**config.mk**
```make
export PLATFORM = sky130hd
export DESIGN_NAME = cbi980_codec
export DESIGN_NICKNAME = d
export VERILOG_FILES = /design/src/rtl/cbi980_codec.sv
export SDC_FILE = /design/constraint.sdc
export NUM_CORES = 1
export LEC_CHECK = 0
export ABC_AREA = 1
export BUFFER_PORTS_ARGS = -buffer_cell sky130_fd_sc_hd__buf_4
export CAP_MARGIN = 20
export CORE_MARGIN = 8
export CORE_UTILIZATION = 50
export CTS_CLUSTER_SIZE = 14
export DETAILED_ROUTE_END_ITERATION = 10
export PLACE_DENSITY_LB_ADDON = 0.2
export SLEW_MARGIN = 20
export SYNTH_ARGS = -nofsm -noshare
export SYNTH_HDL_FRONTEND = slang
export SYNTH_SLANG_ARGS = --single-unit
```
**constraint.sdc**
```tcl
create_clock -name aclk -period 3 [get_ports aclk]
set_input_delay 0 -clock aclk [delete_from_list [all_inputs] [get_ports aclk]]
set_output_delay 0 -clock aclk [all_outputs]
set_load 0.1 [all_outputs]
```
**src/rtl/cbi980_codec.sv**
```systemverilog
// I2S target-side codec bridge: stereo RX deserializer and TX serializer.
// Build option CBI980_CODEC_REPEAT_EN: on TX underrun resend the last frame.
module cbi980_codec #(
   parameter int WIDTH = 24
) (
   input  logic             aclk,
   input  logic             arstn,
   input  logic             i2s_sclk,
   input  logic             i2s_lrclk,
   input  logic             i2s_sdin,
   output logic             i2s_sdout,
   output logic [WIDTH-1:0] rx_left,
   output logic [WIDTH-1:0] rx_right,
   output logic             rx_valid,
   input  logic             rx_ready,
   input  logic [WIDTH-1:0] tx_left,
   input  logic [WIDTH-1:0] tx_right,
   input  logic             tx_valid,
   output logic             tx_ready,
   output logic             err_ovr,
   output logic             err_unr
);

   logic [1:0]       sclk_s, lr_s, sd_s;
   logic             sclk_d;
   logic             rise, fall, lr, sd, sw, commit;
   logic             have_prev, prev_lr, aligned, left_ok;
   logic [WIDTH-1:0] bm, sh, left_w;
   logic             hold_full;
   logic [WIDTH-1:0] hold_l, hold_r, cur_r, tsh;
   logic [WIDTH-1:0] unr_l, unr_r;

`ifdef CBI980_CODEC_REPEAT_EN
   logic [WIDTH-1:0] last_l, last_r;
   assign unr_l = last_l;
   assign unr_r = last_r;
`else
   assign unr_l = '0;
   assign unr_r = '0;
`endif

   assign rise     = sclk_s[1] & ~sclk_d;
   assign fall     = ~sclk_s[1] & sclk_d;
   assign lr       = lr_s[1];
   assign sd       = sd_s[1];
   // the first rise after reset only records lrclk; it cannot be a switch
   assign sw       = rise & have_prev & (lr != prev_lr);
   assign commit   = sw & ~lr & aligned & left_ok;
   assign tx_ready = ~hold_full;

   always_ff @(posedge aclk) begin
      if (!arstn) begin
         sclk_s    <= '0;
         lr_s      <= '0;
         sd_s      <= '0;
         sclk_d    <= 1'b0;
         have_prev <= 1'b0;
         prev_lr   <= 1'b0;
         aligned   <= 1'b0;
         left_ok   <= 1'b0;
         bm        <= '0;
         sh        <= '0;
         left_w    <= '0;
         rx_left   <= '0;
         rx_right  <= '0;
         rx_valid  <= 1'b0;
         err_ovr   <= 1'b0;
         err_unr   <= 1'b0;
         hold_full <= 1'b0;
         hold_l    <= '0;
         hold_r    <= '0;
         cur_r     <= '0;
         tsh       <= '0;
         i2s_sdout <= 1'b0;
`ifdef CBI980_CODEC_REPEAT_EN
         last_l    <= '0;
         last_r    <= '0;
`endif
      end else begin
         sclk_s  <= {sclk_s[0], i2s_sclk};
         lr_s    <= {lr_s[0], i2s_lrclk};
         sd_s    <= {sd_s[0], i2s_sdin};
         sclk_d  <= sclk_s[1];
         err_ovr <= 1'b0;
         err_unr <= 1'b0;
         if (rx_valid && rx_ready)
            rx_valid <= 1'b0;
         if (rise) begin
            have_prev <= 1'b1;
            prev_lr   <= lr;
         end
         // receive: bm is a one-hot write pointer walking MSB to LSB
         if (sw) begin
            aligned <= 1'b1;
            bm      <= {1'b1, {(WIDTH-1){1'b0}}};
            sh      <= '0;
            if (lr) begin
               left_w  <= sh;
               left_ok <= aligned;
            end else begin
               left_ok <= 1'b0;
            end
            if (commit) begin
               if (rx_valid && !rx_ready) begin
                  err_ovr <= 1'b1;
               end else begin
                  rx_left  <= left_w;
                  rx_right <= sh;
                  rx_valid <= 1'b1;
               end
            end
         end else if (rise && aligned) begin
            sh <= sh | (sd ? bm : '0);
            bm <= bm >> 1;
         end
         // transmit: shifter empties to zero after WIDTH falls
         if (sw) begin
            i2s_sdout <= 1'b0;
            if (!lr) begin
               if (hold_full) begin
                  tsh       <= hold_l;
                  cur_r     <= hold_r;
                  hold_full <= 1'b0;
`ifdef CBI980_CODEC_REPEAT_EN
                  last_l    <= hold_l;
                  last_r    <= hold_r;
`endif
               end else begin
                  tsh     <= unr_l;
                  cur_r   <= unr_r;
                  err_unr <= 1'b1;
               end
            end else begin
               tsh <= cur_r;
            end
         end else if (fall) begin
            i2s_sdout <= tsh[WIDTH-1];
            tsh       <= tsh << 1;
         end
         if (tx_valid && !hold_full) begin
            hold_l    <= tx_left;
            hold_r    <= tx_right;
            hold_full <= 1'b1;
         end
      end
   end

endmodule

```
## After elaboration in Yosys (flattened, before gate mapping)

Index checks and enable logic that the tools add are counted.

- Output and inout port bits: 53
- Input bits: 55
- Word-level logic and storage cells: 74
- Bits in registers: 232

- Equality and inequality tests: 2
- Reduce and logical (&&, ||, !) cells: 16
- Muxes and demuxes: 18
- Bitwise gates (word level): 15

Operators with widths:

| operator | number |
|---|---|
| $mux W24 | 8 |
| $or A24 B24 Y24 | 1 |
| $mux W1 | 10 |
| $and A1 B1 Y1 | 7 |
| $not A1 Y1 | 7 |
| $reduce_and A2 Y1 | 3 |
| $reduce_and A3 Y1 | 2 |
| $reduce_bool A2 Y1 | 3 |
| $logic_and A1 B1 Y1 | 4 |
| $reduce_or A3 Y1 | 1 |
| $logic_not A1 Y1 | 2 |
| $ne A2 B1 Y1 const B | 1 |
| $reduce_or A2 Y1 | 1 |
| $ne A1 B1 Y1 | 1 |

## Logic depth before layout (Yosys ltp)

Gate-level depths: netlist (run 1).

- Word-level depth: 9
- Gate-level depth with buffers: 11
- Mapped depth without buffers: 9

## Worst setup path before layout (run 1)

Ideal clock, no wire load.

- Path type: register -> register
- Start point: reg rx_valid
- End point: reg rx_right[23]
- Path slack: 1.253 ns
- Arrival: 1.683 ns
- Buffers on the path: 2
- Data required time: 2.936 ns
- Library setup time: 0.064 ns
- Stages on the path, launching flop included: 7
- Period minus slack after synthesis: 1.747 ns
- Cells stage by stage: dfxtp_1 nand2_1 nand3_2 buf_6 buf_6 nor2_1 nor2_1

- Cells in the longest elaborated chain, start to end: 3

RTL lines:

| what | RTL line | text |
|---|---|---|
| start, declared | 14 | `output logic rx_valid,` |
| start signal, assigned | 66 | `rx_valid <= 1'b0;` |
| start signal, assigned | 87 | `rx_valid <= 1'b0;` |
| start signal, assigned | 109 | `rx_valid <= 1'b1;` |
| $logic_and A1 B1 Y1 | 104 | `if (rx_valid && !rx_ready) begin` |
| $not A1 Y1 (no source line) | -- |  |
| $reduce_and A3 Y1 (no source line) | -- |  |
| end signal, assigned | 108 | `rx_right <= sh;` |
| end, declared | 13 | `output logic [WIDTH-1:0] rx_right,` |

No other way between the ends.
A chain may end at the register's enable or synchronous reset.

## Worst setup path after layout (run 1)

- Start point: reg lr_s[1]
- End point: reg tsh[14]

- Cells in the longest elaborated chain, start to end: 3
- Elaborated cells on any way between the ends: 5
- Classes of those cells: eq/ne: 1; mux: 2; bitwise: 1; reduce/logical: 1

RTL lines:

| what | RTL line | text |
|---|---|---|
| start, declared | 24 | `logic [1:0] sclk_s, lr_s, sd_s;` |
| start signal, assigned | 81 | `lr_s <= {lr_s[0], i2s_lrclk};` |
| $ne A1 B1 Y1 | 47 | `assign sw = rise & have_prev & (lr != prev_lr);` |
| $and A1 B1 Y1 | 47 |  |
| $mux W24 / $reduce_bool A2 Y1 (equally long branches) | -- |  |
| end signal, assigned | 121 | `tsh <= hold_l;` |
| end signal, assigned | 129 | `tsh <= unr_l;` |
| end signal, assigned | 134 | `tsh <= cur_r;` |
| end, declared | 30 | `logic [WIDTH-1:0] hold_l, hold_r, cur_r, tsh;` |

Several ways; a longest one is shown, not always the timed one.

==> results of run 1 <==
## layer usage
layer | share of wire, % | GRT usage, %
met1 | 50 | 28.02
met2 | 42 | 27.60
met3 | 5.2 | 3.126
met4 | 2.5 | 6.333
met5 | 0 | 0
## cells in the mapped netlist
master / instances / area, um2
nor3_1: 2 / 10.01
a31oi_1: 1 / 6.260
a21oi_1: 100 / 500.5
buf_1: 1 / 3.750
nand3_1: 97 / 485.5
nor2_1: 242 / 908.4
clkinv_1: 1 / 3.750
nand2_2: 3 / 18.77
nand2_1: 305 / 1145
nand3b_1: 22 / 165.2
nor2_4: 1 / 11.26
dfxtp_1: 232 / 4644
inv_1: 92 / 345.3
nor2_2: 1 / 6.260
nand3_2: 1 / 10.01
buf_6: 6 / 67.56
o21ai_0: 76 / 380.4
buf_2: 30 / 150.1
clkbuf_2: 1 / 5.000
inv_4: 1 / 6.260
buf_4: 2 / 15.01
clkbuf_1: 47 / 176.4
inv_2: 2 / 7.510
## stage by stage
step                power, mW  area (um2)  std cells  hold slack [ps]  utilization (%)
floorplan               3.474        9072       1266            97.63                -
global placement        3.579        9872       1529            185.1            55.14
detailed placement      3.585        9872       1529            186.3            55.14
CTS                     6.402       11120       1620            31.64            62.13
global route            6.602       11150       1621            68.82            62.28
finish                  6.351       11150       1621            42.29            62.28
## logic make-up (layout without fill, tap and decap cells)
logic type             Yosys count  in the layout  synth area share [%]
buffers and inverters          183            309                 8.606
DFF                            232            232                 51.19
AOI/OAI and AO/OA              177            177                 9.778
and+or+nand+nor                674            674                 30.42
## cell type report
cell class | instances | area share [%]
flip-flops and latches | 232 | 41.66
clock inverters | 4 | 0.4377
well taps | 229 | 2.570
multi-input cells | 851 | 32.80
inverters | 96 | 3.254
repair buffers | 174 | 13.17
clock buffers | 35 | 6.105
## registers in the layout, summed over array words and instances, names as in the netlist, 2 cells and up
register	count
left_w	24
rx_right	24
tsh	24
cur_r	24
sh	24
hold_l	24
sclk_s	2
rx_left	24
hold_r	24
sd_s	2
lr_s	2
bm	24
## path summary, 6_finish.rpt
kind         cells after the start          startpoint                   end  slack (ps)
max reg2reg                      8  lr_s[1]$_SDFF_PN0_  tsh[14]$_SDFFE_PN0P_         740
min reg2reg                      2  sd_s[0]$_SDFF_PN0_    sd_s[1]$_SDFF_PN0_         420
max                              8  lr_s[1]$_SDFF_PN0_  tsh[14]$_SDFFE_PN0P_         740
min                              3               arstn     sclk_d$_SDFF_PN0_          40
## report_power, final
part | internal [mW] | switching, mW | total [mW]
clock network | 1.64 | 1.13 | 2.78
registers | 3.15 | 0.0415 | 3.20
logic | 0.166 | 0.214 | 0.380
## layout by cell type, fill, tap and decap left out, drive strengths merged
cell type	netlist	final
inv	95	96
a31oi	1	1
bufinv	0	1
buf	39	122
a21oi	100	100
clkinv	1	3
dfxtp	232	232
nor3	2	2
clkbuf	48	35
nand3	98	98
nand3b	22	22
nor2	244	244
o21ai	76	76
dlygate4sd3	0	52
nand2	308	308
## worst max-delay path, stage by stage, from the launching register on
cell     delay [ps]
dfxtp_1         420
inv_4           150
nand2_2         130
nand2_2         250
nand2_2         420
nand2_1         120
inv_1           480
nor2_1          100
nor2_1          120
## repair_timing
action,CTS,global route
hold buffers,52,0
setup buffers,0,0
endpoints found under the hold margin,53,0
gates resized for setup,0,0
==> summary.md, run 1 <==
| Metric | Value |
|---|---|
| Worst Slack Setup Final | 740.3 ps |
| YS warnings | 0 |
| Initial antenna violation count | 0 |
| I/O Pins | 108 |
| Buffers on Ports | 107 |
| TritonCTS Buffers | 23 |
| Cell Pwr Density | 569.6 nW/um2 |
| Congestion Overflow GR | 0 |
| CTS root buffer | clkbuf_16 |
| Core area | 17,900 um2 |
| Starting DRT DRC Count | 580 |
| First-pass GRT wire length | 35.87 mm |
| Fmax | 442.5 MHz |
| Largest net degree at the start of global routing | 97 |
| DP HPWL | 13.46 mm |
| RSZ-0062 raised after global routing | false |
| Post-synthesis sequential area ratio | 51.19% |
| Slew Limit Fails | 0 |
| DR vias | 7,983 |
| Total clock sinks | 232 |
| Endpoint class of the critical path | flip-flop |
| Mapped Nets | 1,321 |
| Antenna cells | 0 |
| Final wirelength | 21.64 mm |
| Setup tns final | 0 ps |
| Critical Path Start Type | flip-flop |
| CTS H-tree lvls | 1 |
| Crit Path Class | flip-flop to flip-flop |
| Final worst path period share | 75.32% |
| Post-Synthesis Cells | 1,266 |
| GRT Util Overall | 19.04% |
| Register area | 4644 um2 |
| Minimum clock period | 2260 ps |
| Worst slew pin tran | 923.5 ps |
| Max-capacitance violation count | 0 |
| Starting Density | 50.68% |
| Vias/cell | 4.925 |
| Layout cell share with drive strength beyond 1 | 11.85% |
| CTS tree | done |
| Critical Path RT | 3440 ps |
| Peak VDD IR | 460.8 uV |
| Mapped cell area | 9072 um2 |
| Layout Nets | 1,433 |
| Final Wtd Congestion | 0.7994 |
| Filler Cell Count | 1,606 |
| Vias in the first global route | 7,234 |
| Final setup vio count | 0 |
| Status | finished, final reports clean |
| Area of the multi-input gates | 3657 um2 |
| Worst skew pair latency | 510 ps |
| Clock Pin Slew Worst Setup and Hold Paths | 60 ps |
| Die Footprint | 22,710 um2 |
| Clk buf depth | 3 |
| DRC | 0 |
| Mapped Avg Cell Area | 7.166 um2 |
| Worst Skew | 7.495 ps |
| Die Ht | 150.7 um |
| Slew headroom | 38.36% |
| Die width | 150.7 um |
| Final Hold Vio Count | 0 |
| Lkg Pwr | 5.169 nW |
| Distinct cells, synth | 23 |
| Crit path max fanout | 25 |
| Area delta synth->final | 22.89% |
| # rows | 49 |
| Pre-antenna DRT Iters | 5 |
| Yosys reg bits | 232 |
| Worst EP arrival | 2700 ps |
| Post-route antenna net violation count | 0 |
| Avg WL per Cell | 13.35 um |
| Setup WS pre-CTS | 782.7 ps |
| Tightest Hold Check Type | primary input to flip-flop |
(Power assumes the default switching activity.)
==> inputs of run 2 (changes only) <==
--- a/config.mk
+++ b/config.mk
@@ -5,7 +5,7 @@
 export SDC_FILE = /design/constraint.sdc
 export NUM_CORES = 1
 export LEC_CHECK = 0
-export ABC_AREA = 1
+export ABC_AREA = 0
 export BUFFER_PORTS_ARGS = -buffer_cell sky130_fd_sc_hd__buf_4
 export CAP_MARGIN = 20
 export CORE_MARGIN = 8
==> constraint.sdc (replaced) <==
create_clock -name aclk -period 2.1 [get_ports aclk]
set_input_delay 0 -clock aclk [delete_from_list [all_inputs] [get_ports aclk]]
set_output_delay 0 -clock aclk [all_outputs]
set_load 0.1 [all_outputs]
==> run 2 against run 1 <==
Combinational power grew 44%. Clock power grew 53%. Die area rose by 0.22%. Register-to-register slack worse by 430 ps. Synthesized cell count down 16%. Flip-flop and latch count unchanged. Wire length grew 7.4%. Non-clock buffer count increased by 16. Largest power group unchanged. Utilization grew 1.3 points. Hold slack got worse by 3.7 ps. Critical path depth decreased by 4. Clock skew increased by 6.7 ps.
==> summary.md, run 2 <==
| Metric | Value |
|---|---|
| Yosys top cell by area | dfxtp_1 (unchanged) |
| Cell Pwr Density | 819.5 nW/um2 (was 569.6 nW/um2) |
| Post-Synthesis Cells | 1,058 (was 1,266) |
| Critical Path RT | 2540 ps (was 3440 ps) |
| Mux share of post-synthesis cell area | 5.393% (was 0%) |
| Crit path max fanout | 48 (was 25) |
| I/O Pins | 108 (unchanged) |
| Total clock sinks | 232 (unchanged) |
| Sw Ratio | 22.13% (was 21.88%) |
| Sequential power share | 48.6% (was 50.3%) |
| Worst path max stage delay | 600 ps (was 480 ps) |
| Avg WL per Cell | 16.44 um (was 13.35 um) |
| Reg2reg setup slack | 310 ps (was 740 ps) |
| Slew Limit Fails | 0 (unchanged) |
| First-pass GRT wire length | 37.96 mm (was 35.87 mm) |
| XOR/XNOR Fraction of Synth Area | 0.1926% (was 0%) |
| Area share of the largest cell type after synthesis | 51.07% (was 51.19%) |
| Number of gates resized after cts | 0 (unchanged) |
| Status | finished, final reports clean (unchanged) |
| Largest family of logic cells by synthesized area | simple AND/OR/NAND/NOR gates (unchanged) |
| Met1 usage | 29.87% (was 28.02%) |
| Buffers on Ports | 107 (unchanged) |
| Crit Path Class | flip-flop to flip-flop (unchanged) |
| Most frequent cell after synthesis | nand2_1 (unchanged) |
| Worst Skew | 14.17 ps (was 7.495 ps) |
| TritonCTS Buffers | 24 (was 23) |
| Most frequent cells in the layout | nand2_1, dfxtp_1, a21oi_1, buf_4, dlygate4sd3_1 (was nand2_1, nor2_1, dfxtp_1, buf_4, a21oi_1) |
| Core area | 17,900 um2 (unchanged) |
| Fmax | 559.0 MHz (was 442.5 MHz) |
| Yosys reg bits | 232 (unchanged) |
| Final worst path period share | 85.18% (was 75.32%) |
| Worst EP arrival | 2230 ps (was 2700 ps) |
| Minimum clock period | 1789 ps (was 2260 ps) |
| Slew headroom | 36.31% (was 38.36%) |
| Most Used Layer, Global Route | met1 (unchanged) |
| Final hold slack | 38.59 ps (was 42.29 ps) |
| Mapped Avg Cell Area | 8.596 um2 (was 7.166 um2) |
| Async SR Flop Fraction | 0% (unchanged) |
| Met3 usage | 2.629% (was 3.126%) |
| CP max stage cell | dfxtp_1 (was inv_1) |
| Vias in the first global route | 7,442 (was 7,234) |
| # rows | 49 (unchanged) |
| YS warnings | 0 (unchanged) |
| GRT Util Overall | 20.03% (was 19.04%) |
| Worst skew pair latency | 520 ps (was 510 ps) |
| Lkg Pwr | 4.080 nW (was 5.169 nW) |
| CTS root buffer | clkbuf_16 (unchanged) |
| Congestion Overflow GR | 0 (unchanged) |
| Clock Pin Slew Worst Setup and Hold Paths | 60 ps (about the same) |
| RSZ-0062 raised after global routing | false (unchanged) |
| Post-synth top flop | dfxtp_1 (unchanged) |
| Worst-path cell chain | nand2b_1, nor4_4, buf_12, mux2i_1 (was inv_4, nand2_2, nand2_2, nand2_2, nand2_1, inv_1, nor2_1, nor2_1) |
| DP HPWL | 13.89 mm (was 13.46 mm) |
| Final setup vio count | 0 (unchanged) |
| Sw Pwr | 2.064 mW (was 1.389 mW) |
| Starting Density | 50.80% (was 50.68%) |
| Synth area leaders | dfxtp_1, nand2_1, a21oi_1 (was dfxtp_1, nand2_1, nor2_1) |
| Power Internal | 7.259 mW (was 4.961 mW) |
| DRC | 0 (unchanged) |
| Worst slew pin tran | 953.3 ps (was 923.5 ps) |
| Die Footprint | 22,760 um2 (was 22,710 um2) |
| Crit path max-delay family | flip-flops (was simple AND/OR/NAND/NOR gates) |
| Simple-Gate Fraction of Synth Area | 20.58% (was 30.42%) |
| Tightest Hold Check Type | primary input to flip-flop (unchanged) |
| Antenna cells | 0 (unchanged) |
| Starting DRT DRC Count | 503 (was 580) |
| CTS H-tree lvls | 1 (unchanged) |
| Die Ht | 150.9 um (was 150.7 um) |
| Clock power share | 45.5% (was 43.7%) |
| Worst Path Buf+Inv | 1 (was 2) |
| Power share of the combinational group | 5.9% (was 6.0%) |
| Critical Path Start Type | flip-flop (unchanged) |
| EDFF count, synth | 0 (unchanged) |
| Post-Synth Adder-Cell Area | 0% (unchanged) |
| Mapped Nets | 1,113 (was 1,321) |
| Final Wtd Congestion | 0.7993 (was 0.7994) |
| Final wirelength | 23.24 mm (was 21.64 mm) |
| Largest net degree at the start of global routing | 92 (was 97) |
| Met2 GRT Util | 29.75% (was 27.60%) |
| Layout Nets | 1,223 (was 1,433) |
| Post-route antenna net violation count | 0 (unchanged) |
| Vias/cell | 5.525 (was 4.925) |
| Distinct cells, synth | 39 (was 23) |
| Final Hold Vio Count | 0 (unchanged) |
| Commonest non-fill, non-tap cell in the layout | nand2_1 (unchanged) |
| Peak VDD IR | 596.2 uV (was 460.8 uV) |
| Mapped cell area | 9095 um2 (was 9072 um2) |
| Max-capacitance violation count | 0 (unchanged) |
| Endpoint class of the critical path | flip-flop (unchanged) |
| Post-synthesis sequential area ratio | 51.07% (was 51.19%) |
| Compound-Gate Fraction of Synth Area | 17.65% (was 9.778%) |
| Clk buf depth | 3 (unchanged) |
| Final cell count without fillers | 1,414 (was 1,621) |
| Layout cell share with drive strength beyond 1 | 15.61% (was 11.85%) |
| Total power | 9.323 mW (was 6.351 mW) |
| Die width | 150.9 um (was 150.7 um) |
| CTS tree | done (unchanged) |
| Setup tns final | 0 ps (unchanged) |
| Initial antenna violation count | 0 (unchanged) |
| Post-synth top cells | nand2_1, dfxtp_1, a21oi_1, clkbuf_1, o21ai_0 (was nand2_1, nor2_1, dfxtp_1, a21oi_1, nand3_1) |
| Area delta synth->final | 25.08% (was 22.89%) |
| Pre-antenna DRT Iters | 5 (unchanged) |
| DR vias | 7,812 (was 7,983) |
| Placed cells | 1,318 (was 1,529) |
-- run 2: cell type report --
type | count | area [um2]
Clock buffer | 35 | 691.9
Clock inverter | 8 | 103.9
Fill cell | 1531 | 6526
Inverter | 2 | 7.507
Multi-Input combinational cell | 718 | 4008
Sequential cell | 232 | 4644
Tap cell | 229 | 286.5
Timing Repair Buffer | 190 | 1634
-- run 2: kinds of logic after synthesis --
kind of cell | after synthesis
DFF | 232
buffers and inverters | 108
muxes | 49
AOI/OAI and AO/OA | 273
and+or+nand+nor | 394
xor gates and xnor gates | 2
-- run 2: metal layers --
layer	routed length [um]	part of all wire, %
met2	10090	43
met3	1367	5.9
met5	0	0
met4	381	1.6
met1	11400	49
-- run 2: final timing paths --
path | from | to | cells past startpoint
setup / recovery | prev_lr$_SDFFE_PN0N_ | rx_right[22]$_SDFFE_PN0P_ | 4
setup reg to reg | prev_lr$_SDFFE_PN0N_ | rx_right[22]$_SDFFE_PN0P_ | 4
hold reg to reg | lr_s[0]$_SDFF_PN0_ | lr_s[1]$_SDFF_PN0_ | 1
hold / removal | tx_valid | hold_full$_SDFFE_PN0P_ | 4
-- run 2: power groups by stage --
stage / Clock (mW) / Sequential, mW / Combinational [mW]
final: 4.24 / 4.53 / 0.548
after global routing: 4.48 / 4.54 / 0.600
after CTS: 4.31 / 4.53 / 0.541
after detailed placement: 0 / 4.63 / 0.462
after global placement: 0 / 4.63 / 0.456
after floorplan: 0 / 4.61 / 0.300
-- run 2: worst register-to-register path: cells and delay by family (launching register included) --
kind / cells / cell delay [ps]
DFF: 1 / 600
and+or+nand+nor: 2 / 510
buffers and inverters: 1 / 350
muxes: 1 / 270
-- run 2: repair_timing --
item                      CTS  global route
setup buffers               0             0
hold endpoints to repair   84             0
hold buffers               53             0
-- run 2: per-stage QoR --
stage	setup WS [ps]	utilization, %	cell area [um2]
3_3_place_gp	407.1	56.14	10050
6_report	311.2	63.54	11380
3_5_place_dp	319.6	56.14	10050
2_1_floorplan	219.6	-	9095
4_1_cts	308.5	63.54	11380
5_1_grt	164.9	63.54	11380
==> inputs of run 3 (changes only) <==
==> constraint.sdc (replaced) <==
create_clock -name aclk -period 1.8 [get_ports aclk]
set_input_delay 0 -clock aclk [delete_from_list [all_inputs] [get_ports aclk]]
set_output_delay 0 -clock aclk [all_outputs]
set_load 0.1 [all_outputs]
==> run 3 against run 2 <==
Clock skew grew 1.9 ps. Design area is 1.6% higher. Maximum frequency rose by 7.1%. Non-clock buffer count grew 11. Sequential power up 17%. Power increased by 18%. Critical path depth did not move. Global-route usage grew 0.57 points. Critical path type unchanged. Critical endpoint is now rx_right[2]$_SDFFE_PN0P_. Highest routed layer unchanged.
==> summary.md, run 3 (same netlist as run 2, synthesis figures left out) <==
| Metric | Value |
|---|---|
| Largest net degree at the start of global routing | 81 (was 92) |
| Final cell count without fillers | 1,425 (was 1,414) |
| Crit path from | sclk_s[1]$_SDFF_PN0_ (was prev_lr$_SDFFE_PN0N_) |
| DR vias | 8,024 (was 7,812) |
| Total clock sinks | 232 (unchanged) |
| Final Wtd Congestion | 0.7770 (was 0.7993) |
| Worst Slack Setup Final | 129.1 ps (was 311.2 ps) |
| Clock power share | 45.8% (was 45.5%) |
| Setup WS pre-CTS | 167.1 ps (was 319.6 ps) |
| Endpoint class of the critical path | flip-flop (unchanged) |
| Vias/cell | 5.631 (was 5.525) |
| Minimum clock period | 1671 ps (was 1789 ps) |
| Max-capacitance violation count | 0 (unchanged) |
| CTS root buffer | clkbuf_16 (unchanged) |
| Power Internal | 8.540 mW (was 7.259 mW) |
| Congestion Overflow GR | 0 (unchanged) |
| Critical Path RT | 2230 ps (was 2540 ps) |
| # rows | 49 (unchanged) |
| Setup tns final | 0 ps (unchanged) |
| Lkg Pwr | 4.169 nW (was 4.080 nW) |
| Final Hold Vio Count | 0 (unchanged) |
| RSZ-0062 raised after global routing | false (unchanged) |
| Starting DRT DRC Count | 658 (was 503) |
| First-pass GRT wire length | 38.63 mm (was 37.96 mm) |
| Crit path max fanout | 18 (was 48) |
| Peak VDD IR | 787.9 uV (was 596.2 uV) |
| Power share of the combinational group | 6.2% (was 5.9%) |
| Clock Pin Slew Worst Setup and Hold Paths | 60 ps (about the same) |
| I/O Pins | 108 (unchanged) |
| Slew headroom | 67.77% (was 36.31%) |
| Hold path start | tx_valid (unchanged) |
| Pre-antenna DRT Iters | 5 (unchanged) |
| Initial antenna violation count | 0 (unchanged) |
| DP HPWL | 14.45 mm (was 13.89 mm) |
| Worst skew pair latency | 510 ps (was 520 ps) |
| Status | finished, final reports clean (unchanged) |
| GRT Util Overall | 20.59% (was 20.03%) |
| Die Footprint | 22,760 um2 (unchanged) |
| DRC | 0 (unchanged) |
| Fmax | 598.5 MHz (was 559.0 MHz) |
| Core area | 17,900 um2 (unchanged) |
| Die Ht | 150.9 um (unchanged) |
| Commonest non-fill, non-tap cell in the layout | nand2_1 (unchanged) |
| Worst EP arrival | 2100 ps (was 2230 ps) |
| Clk buf depth | 3 (unchanged) |
| Crit Path Class | flip-flop to flip-flop (unchanged) |
| Number of gates resized after cts | 0 (unchanged) |
| Cell Pwr Density | 951.2 nW/um2 (was 819.5 nW/um2) |
| CTS H-tree lvls | 1 (unchanged) |
| Starting Density | 50.80% (unchanged) |
| Placed cells | 1,326 (was 1,318) |
| Sequential power share | 48.1% (was 48.6%) |
| RR Startpoint | sclk_s[1]$_SDFF_PN0_ (was prev_lr$_SDFFE_PN0N_) |
| Layout cell share with drive strength beyond 1 | 16.64% (was 15.61%) |
| Critical Path Start Type | flip-flop (unchanged) |
| Sw Pwr | 2.459 mW (was 2.064 mW) |
| Buffers on Ports | 107 (unchanged) |
| Placed Area | 10,190 um2 (was 10,050 um2) |
| Die width | 150.9 um (unchanged) |
| TritonCTS Buffers | 24 (unchanged) |
| Slew Limit Fails | 0 (unchanged) |
| Final wirelength | 23.88 mm (was 23.24 mm) |
| Final setup vio count | 0 (unchanged) |
| Area delta synth->final | 27.14% (was 25.08%) |
| Avg WL per Cell | 16.76 um (was 16.44 um) |
| Most frequent cells in the layout | nand2_1, dfxtp_1, a21oi_1, buf_4, dlygate4sd3_1 (unchanged) |
| CTS tree | done (unchanged) |
| Final Cell Area | 11,560 um2 (was 11,380 um2) |
| Post-route antenna net violation count | 0 (unchanged) |
| Final worst path period share | 92.83% (was 85.18%) |
| Layout Nets | 1,234 (was 1,223) |
| Antenna cells | 0 (unchanged) |
| Worst Skew | 16.06 ps (was 14.17 ps) |
| Sw Ratio | 22.36% (was 22.13%) |
| Worst slew pin tran | 482.4 ps (was 953.3 ps) |
| Filler Cell Count | 1,483 (was 1,531) |
| Tightest Hold Check Type | primary input to flip-flop (unchanged) |
| Vias in the first global route | 7,541 (was 7,442) |
==> run 3: changes by cell type in the layout (fill, tap and decap cells not counted), moves of 2 or more <==
cell,previous run,this run
buf_12,6,12
clkbuf_1,6,1
clkbuf_8,5,8
dlygate4sd3_1,53,56
buf_4,131,133
clkinvlp_4,1,3
==> run 3: power groups by stage <==
stage / Combinational [mW] / Clock, mW / Sequential [mW]
floorplan: 0.350 / 0 / 5.38
global placement: 0.564 / 0 / 5.40
detailed placement: 0.568 / 0 / 5.40
CTS: 0.665 / 5.09 / 5.29
global route: 0.734 / 5.30 / 5.30
finish: 0.677 / 5.04 / 5.29
==> run 3: final timing paths <==
kind | to | slack, ps | cells past startpoint
worst max register to register | rx_right[2]$_SDFFE_PN0P_ | 130 | 4
worst min register to register | sd_s[1]$_SDFF_PN0_ | 440 | 1
worst max-delay path | rx_right[2]$_SDFFE_PN0P_ | 130 | 4
worst min-delay path | hold_full$_SDFFE_PN0P_ | 30 | 4
==> run 3: through the flow <==
stage	utilization [%]	total power, mW	hold WS (ps)
6_report	64.59	11.00	27.21
5_1_grt	64.59	11.33	64.66
4_1_cts	64.59	11.05	27.33
3_5_place_dp	56.90	5.968	211.9
3_3_place_gp	56.90	5.961	210.6
2_1_floorplan	-	5.727	127.3
==> run 3: critical path, cell delays in order, from the launching register on <==
cell and delay, ps:
dfxtp_1 480, nand3b_4 120, nor4_4 360, buf_4 370, mux2i_1 250
==> run 3: routing by layer <==
layer  GRT usage, %  vias to the layer above  wire (um)
li1               -                     3920          -
met1          29.77                     3850      11500
met2          31.14                      220      10540
met3          3.526                       34       1394
met4          5.245                        0        438
met5              0                        -          0
==> run 3: layout make-up <==
class                   count  area, um2  share of cell area [%]
inverters                   2      7.507                 0.06492
well taps                 229      286.5                   2.478
clock buffers              34      739.5                   6.395
clock inverters             9      77.57                  0.6708
flip-flops and latches    232       4646                   40.18
multi-input cells         718       4008                   34.66
repair buffers            201       1799                   15.56
==> run 3: timing repair <==
| item | 4_1_cts | 5_1_grt |
|---|---|---|
| setup buffers | 0 | 0 |
| hold buffers | 56 | 0 |
| endpoints found under the hold margin | 66 | 0 |
| setup endpoints to repair | 0 | 0 |
